[src/rtl/usb_eps_arb_pkg.sv]
// usb_defs: shared op encodings and source IDs for the endpoint-status arbiter
package usb_defs;
  typedef enum logic [1:0] {OP_NONE, OP_RD, OP_WR, OP_ZERO} op_e;
  typedef enum logic {SRC_TRANS, SRC_BUS} src_e;
  function automatic op_e trans_op(input logic zero, input logic write, input logic read);
    return zero ? OP_ZERO : write ? OP_WR : read ? OP_RD : OP_NONE;
  endfunction
endpackage

[src/rtl/usb_eps_arb_if.sv]
// usb_eps_arb_if: transaction-engine port (eps_*) and bus-side port (bus_*); master drives requests, slave is the arbiter
interface usb_eps_arb_if #(parameter int AW = 8, parameter int DW = 16);
  logic          eps_read_0;
  logic          eps_zero_0;
  logic          eps_write_0;
  logic [AW-1:0] eps_addr_0;
  logic [DW-1:0] eps_wrdata_0;
  logic [DW-1:0] eps_rddata_3;
  logic          bus_req;
  logic          bus_we;
  logic [AW-1:0] bus_addr;
  logic [DW-1:0] bus_wdata;
  logic          bus_ack;
  logic [DW-1:0] bus_rdata;
  modport master (
    output eps_read_0, eps_zero_0, eps_write_0, eps_addr_0, eps_wrdata_0, bus_req, bus_we, bus_addr, bus_wdata,
    input  eps_rddata_3, bus_ack, bus_rdata
  );
  modport slave (
    input  eps_read_0, eps_zero_0, eps_write_0, eps_addr_0, eps_wrdata_0, bus_req, bus_we, bus_addr, bus_wdata,
    output eps_rddata_3, bus_ack, bus_rdata
  );
endinterface

[src/rtl/usb_eps_ram.sv]
// usb_eps_ram: AWxDW synchronous RAM, one write/read port, 1-cycle read latency; ports clk, we_i, addr_i, wdata_i, rdata_o
module usb_eps_ram #(parameter int AW = 8, parameter int DW = 16) (
  input  logic          clk,
  input  logic          we_i,
  input  logic [AW-1:0] addr_i,
  input  logic [DW-1:0] wdata_i,
  output logic [DW-1:0] rdata_o
);
  logic [DW-1:0] mem [2**AW];
  always_ff @(posedge clk) begin
    if (we_i) mem[addr_i] <= wdata_i;
    rdata_o <= mem[addr_i];
  end
endmodule

[src/rtl/usb_eps_arb.sv]
// usb_eps_arb: EP status RAM arbiter, transaction port has absolute priority, bus gets leftover cycles; ports clk, rst_n, io (usb_eps_arb_if.slave)
module usb_eps_arb import usb_defs::*; #(parameter int AW = 8, parameter int DW = 16) (
  input logic           clk,
  input logic           rst_n,
  usb_eps_arb_if.slave  io
);
  op_e           t_op;
  logic          grant;
  logic          s1_valid_q, s1_valid_d, s1_we_q, s1_we_d;
  src_e          s1_src_q, s1_src_d, s2_src_q;
  logic [AW-1:0] s1_addr_q, s1_addr_d;
  logic [DW-1:0] s1_wdata_q, s1_wdata_d;
  logic          s2_valid_q, s2_we_q;
  logic          busy_q, busy_d, ack_q, ack_d;
  logic [DW-1:0] ram_rdata, eps_rd_q, eps_rd_d, bus_rd_q, bus_rd_d;
  always_comb begin
    t_op = trans_op(io.eps_zero_0, io.eps_write_0, io.eps_read_0);
    // the ack cycle is excluded so a still-held bus_req is not re-granted
    grant = io.bus_req && t_op == OP_NONE && !busy_q && !ack_q;
    s1_valid_d = t_op != OP_NONE || grant;
    s1_we_d = t_op == OP_NONE ? io.bus_we : t_op != OP_RD;
    s1_src_d = t_op == OP_NONE ? SRC_BUS : SRC_TRANS;
    s1_addr_d = t_op == OP_NONE ? io.bus_addr : io.eps_addr_0;
    s1_wdata_d = t_op == OP_ZERO ? '0 : t_op == OP_WR ? io.eps_wrdata_0 : io.bus_wdata;
    ack_d = s2_valid_q && s2_src_q == SRC_BUS;
    busy_d = (busy_q || grant) && !ack_d;
    bus_rd_d = ack_d && !s2_we_q ? ram_rdata : '0;
    eps_rd_d = s2_valid_q && s2_src_q == SRC_TRANS && !s2_we_q ? ram_rdata : eps_rd_q;
  end
  always_ff @(posedge clk) begin
    s1_we_q <= s1_we_d;
    s1_src_q <= s1_src_d;
    s1_addr_q <= s1_addr_d;
    s1_wdata_q <= s1_wdata_d;
    s2_we_q <= s1_we_q;
    s2_src_q <= s1_src_q;
    if (!rst_n) begin
      s1_valid_q <= 1'b0;
      s2_valid_q <= 1'b0;
      busy_q <= 1'b0;
      ack_q <= 1'b0;
      eps_rd_q <= '0;
      bus_rd_q <= '0;
    end else begin
      s1_valid_q <= s1_valid_d;
      s2_valid_q <= s1_valid_q;
      busy_q <= busy_d;
      ack_q <= ack_d;
      eps_rd_q <= eps_rd_d;
      bus_rd_q <= bus_rd_d;
    end
  end
  // write enable comes straight from the S1 register, so a write already in S1 still lands on a reset edge
  usb_eps_ram #(.AW(AW), .DW(DW)) u_ram (
    .clk     (clk),
    .we_i    (s1_valid_q && s1_we_q),
    .addr_i  (s1_addr_q),
    .wdata_i (s1_wdata_q),
    .rdata_o (ram_rdata)
  );
  assign io.eps_rddata_3 = eps_rd_q;
  assign io.bus_ack = ack_q;
  assign io.bus_rdata = bus_rd_q;
endmodule

[src/flat_wrapper.sv]
// flat-port wrapper written by rule: the top's interface ports become plain ports
module usb_eps_arb_flat import usb_defs::*;
#(parameter int AW = 8, parameter int DW = 16)
  (clk, rst_n, io_eps_read_0, io_eps_zero_0, io_eps_write_0, io_eps_addr_0, io_eps_wrdata_0, io_bus_req, io_bus_we, io_bus_addr, io_bus_wdata, io_eps_rddata_3, io_bus_ack, io_bus_rdata);
  usb_eps_arb_if #(.AW(AW), .DW(DW)) io_i ();
  input logic clk;
  input logic rst_n;
  input wire logic [$bits(io_i.eps_read_0)-1:0] io_eps_read_0;
  input wire logic [$bits(io_i.eps_zero_0)-1:0] io_eps_zero_0;
  input wire logic [$bits(io_i.eps_write_0)-1:0] io_eps_write_0;
  input wire logic [$bits(io_i.eps_addr_0)-1:0] io_eps_addr_0;
  input wire logic [$bits(io_i.eps_wrdata_0)-1:0] io_eps_wrdata_0;
  input wire logic [$bits(io_i.bus_req)-1:0] io_bus_req;
  input wire logic [$bits(io_i.bus_we)-1:0] io_bus_we;
  input wire logic [$bits(io_i.bus_addr)-1:0] io_bus_addr;
  input wire logic [$bits(io_i.bus_wdata)-1:0] io_bus_wdata;
  output wire logic [$bits(io_i.eps_rddata_3)-1:0] io_eps_rddata_3;
  output wire logic [$bits(io_i.bus_ack)-1:0] io_bus_ack;
  output wire logic [$bits(io_i.bus_rdata)-1:0] io_bus_rdata;
  assign io_i.eps_read_0 = io_eps_read_0;
  assign io_i.eps_zero_0 = io_eps_zero_0;
  assign io_i.eps_write_0 = io_eps_write_0;
  assign io_i.eps_addr_0 = io_eps_addr_0;
  assign io_i.eps_wrdata_0 = io_eps_wrdata_0;
  assign io_i.bus_req = io_bus_req;
  assign io_i.bus_we = io_bus_we;
  assign io_i.bus_addr = io_bus_addr;
  assign io_i.bus_wdata = io_bus_wdata;
  assign io_eps_rddata_3 = io_i.eps_rddata_3;
  assign io_bus_ack = io_i.bus_ack;
  assign io_bus_rdata = io_i.bus_rdata;
  usb_eps_arb #(.AW(AW), .DW(DW)) u_core (.clk(clk), .rst_n(rst_n), .io(io_i));
endmodule
[config.mk]
export PLATFORM = sky130hd
export DESIGN_NAME = usb_eps_arb_flat
export DESIGN_NICKNAME = d
export VERILOG_FILES = /design/src/rtl/usb_eps_arb_pkg.sv /design/src/rtl/usb_eps_arb_if.sv /design/src/rtl/usb_eps_ram.sv /design/src/rtl/usb_eps_arb.sv /design/src/flat_wrapper.sv
export SDC_FILE = /design/constraint.sdc
export NUM_CORES = 2
export LEC_CHECK = 0
export BUFFER_PORTS_ARGS = -buffer_cell sky130_fd_sc_hd__buf_2
export CAP_MARGIN = 15
export CORE_MARGIN = 2
export CORE_UTILIZATION = 63
export CTS_CLUSTER_SIZE = 40
export DETAILED_ROUTE_END_ITERATION = 10
export MAX_ROUTING_LAYER = met4
export PLACE_DENSITY = 0.82
export SLEW_MARGIN = 5
export SYNTH_ARGS = -nofsm -noshare
export SYNTH_HDL_FRONTEND = slang
export SYNTH_SLANG_ARGS = --single-unit
[constraint.sdc]
create_clock -name clk -period 4.7 [get_ports clk]
set_clock_uncertainty 0.05 [all_clocks]
set_input_delay 0.235 -clock clk [delete_from_list [all_inputs] [get_ports clk]]
set_output_delay 0.235 -clock clk [all_outputs]
set_load 0.03 [all_outputs]
==> metrics.cfg <==
[layout]
multi_input_area_um2 = 30920
fin_area_um2 = 178900
final_nets = 7666
drive_gt1_share_pct = 28.75
fillers = 12460
register_area_um2 = 124700
area_growth_pct = 13.77

[global_routing]
track_usage_pct = 37.37
grt_pass1_wl_um = 639100
grt_max_degree = 169
globalRouteOverflowTotal = 0
grt_pass1_vias = 84240
antenna_found_initial = 24

[worst_setup_path]
crit_type = flip-flop to flip-flop
cp_common_cell = buf_4
crit_chain = buf_4 > buf_4 > mux4_2 > a22oi_1 > a21oi_1 > o41ai_1 > nand4_1
slowest_delay_ns = 1.23
cp.arrival_ns = 5.59
endpoint_kind = flip-flop
cp_max_fo = 32
crit_path_start_kind = flip-flop
required_ns = 5.47
slowest_stage = o41ai_1

[floorplan]
core_um2 = 248400
die_w_um = 503.6
initial_core_util_pct = 63.29
dieHeight_um = 503.6
ios = 88
die_area_um2 = 253600
row_count = 183

[timing]
slew_violations = 0
worst_slew_pin_slew_ns = 1.414
finalHoldViolations = 0
setup_violations = 2
fmax_mhz = 207.7
finalCritPeriodShare_pct = 102.4
fin_crit_ns = 4.814
worst_slack_ns = -0.1144
grt_setup_unrepaired = no
final.setup.tns_ns = -0.1430
holdWs_ns = 0.01896
timing.slew.headroom_pct = 4.500

[power]
p_switching_mw = 17.41
p_int_mw = 60.92
p_sw_share_pct = 22.23
p_leak_nw = 59.20
vdd_drop_max_uv = 436.0
p_comb_share_pct = 5.8
seqPwrFrac_pct = 52.9
p_per_area_nw_per_um2 = 437.9
p_total_mw = 78.33
power_frac_clock_pct = 41.3

[placement]
gp_congestion = 0.9216
dpl_cell_area_um2 = 165000
io_buffers = 87
pre_cts_ws_ns = 0.01778
dp_hpwl_um = 236400

[synth]
synth.distinct_cells = 28
synthCells = 6902
yosysWarnings = 0
ys_top_cells_by_count = 4,096 x edfxtp_1, 1,024 x mux4_2, 512 x a22oi_1, 280 x nor2_1, 271 x clkbuf_1
synthTopCellsByArea = edfxtp_1 78%, mux4_2 15%, a22oi_1 2.4%, dfxtp_1 1.0%, a21oi_1 0.81%
synthFlopType = edfxtp_1
synth.avg_cell_area_um2 = 22.78
synth_area_um2 = 157200
synth_most_common_cell = edfxtp_1
synth_top_area_cell = edfxtp_1
yosysSeqAreaShare_pct = 79.24
synthesis.nets = 6957
async_flop_share_pct = 0
ys_ff_latch = 4176
synth_edf_count = 4096
yosysTopAreaCellShare_pct = 78.22

[min_path]
hold_class = primary input to flip-flop

[clock_network]
cts_sinks = 4176
cts_tree = done
cts_buffers = 405
clk_pin_slew_ns = 0.06
clock_latency_ns = 1.03
ctsLongestPathBuffers = 4
root_buffer = clkbuf_16
h-tree-depth = 5

[status]
failed_checks = negative setup slack
status = finished, violations left

[routing]
routedWlPerCell_um = 40.82
viasPerCell = 7.561
drtIter0Drc = 17390
final_antenna_net_count = 0
vias = 85370
route.detailed.drc = 0
postRouteWirelength_um = 460900
firstDrtPassIters = 6

[job]
maxCapViolCount = 0

## per-layer routing
metal / routed length (um) / track usage, %
met5: 0 / -
met4: 37280 / 21.95
met3: 65210 / 9.533
met2: 217600 / 56.78
met1: 140800 / 46.12
## critical path: cells and delay by family (launching register included)
| family | cells | cell delay (ns) |
|---|---|---|
| compound gates | 3 | 1.77 |
| flops | 1 | 1.06 |
| simple gates | 1 | 0.28 |
| buf+inv | 2 | 0.82 |
| mux | 1 | 0.53 |
## flip-flops by register name (all words and copies together), names as in the netlist
name and count:
u_core.u_ram.mem 4096, u_core.io.bus_rdata 16, u_core.io.eps_rddata_3 16, u_core.s1_wdata_q 16
u_core.u_ram.rdata_o 16, u_core.s1_addr_q 8, u_core.busy_q 1, u_core.io.bus_ack 1
u_core.s1_src_q 1, u_core.s1_valid_q 1, u_core.s1_we_q 1, u_core.s2_src_q 1
u_core.s2_valid_q 1, u_core.s2_we_q 1
## layout by cell type, fill, tap and decap left out, types with 37 or more instances in the layout
master / Yosys / routed
o41ai_1: 64 / 58
buf_2: 87 / 93
dfxtp_1: 80 / 62
diode_2: 0 / 42
dlygate4sd3_1: 0 / 99
buf_4: 24 / 471
a21oi_1: 256 / 256
nand2_1: 65 / 48
edfxtp_1: 4096 / 4096
bufinv_16: 0 / 37
clkinv_1: 0 / 67
clkbuf_16: 0 / 409
mux4_2: 1024 / 1024
nor2_1: 280 / 278
clkbuf_1: 271 / 82
clkinv_2: 0 / 71
a22oi_1: 512 / 512
buf_12: 0 / 62
## cells by family after synthesis
| logic type | after synthesis | synth area share, % |
|---|---|---|
| and+or+nand+nor | 401 | 1.041 |
| DFF | 4176 | 79.24 |
| AOI/OAI and AO/OA | 851 | 3.704 |
| buffers and inverters | 426 | 1.186 |
| muxes | 1048 | 14.83 |
## final cells by class
cell class              instances  share of cell area (%)
diodes                         42                 0.05875
repair buffers                725                   3.484
clock inverters               205                   1.109
multi-input cells            2300                   17.28
clock buffers                 510                   6.039
flip-flops and latches       4176                   69.69
well taps                    3330                   2.329
inverters                       3                0.006295
## path summary, 6_finish.rpt
| path | slack [ns] | cells past startpoint | startpoint | endpoint |
|---|---|---|---|---|
| setup reg to reg | -0.11 | 7 | u_core.s1_addr_q[0] | u_core.u_ram.rdata_o[4] |
| hold reg to reg | 0.29 | 0 | u_core.s1_src_q | u_core.s2_src_q |
| setup / recovery | -0.11 | 7 | u_core.s1_addr_q[0] | u_core.u_ram.rdata_o[4] |
| hold / removal | 0.02 | 3 | io_bus_addr[1] | u_core.s1_addr_q[1] |
## what timing repair did
action	4_1_cts	5_1_grt
resized for setup	0	1
buffers inserted	0	0
hold buffers	99	0
hold endpoints to repair	46	0
endpoints found under the setup margin	0	1
## power groups by stage
stage / clock network [mW] / logic [mW] / registers (mW)
after floorplan: 0 / 2.26 / 42.4
after global placement: 0 / 4.06 / 42.2
after detailed placement: 0 / 4.18 / 42.2
after CTS: 32.3 / 4.39 / 41.4
after global routing: 33.5 / 4.61 / 41.4
final: 32.4 / 4.53 / 41.4
## per-stage QoR
stage,instances,util [%]
finish,11290,72.01
global route,11290,72.00
CTS,11250,71.96
detailed placement,10430,66.41
global placement,10430,66.40
floorplan,6902,-
(Power assumes the default switching activity.)
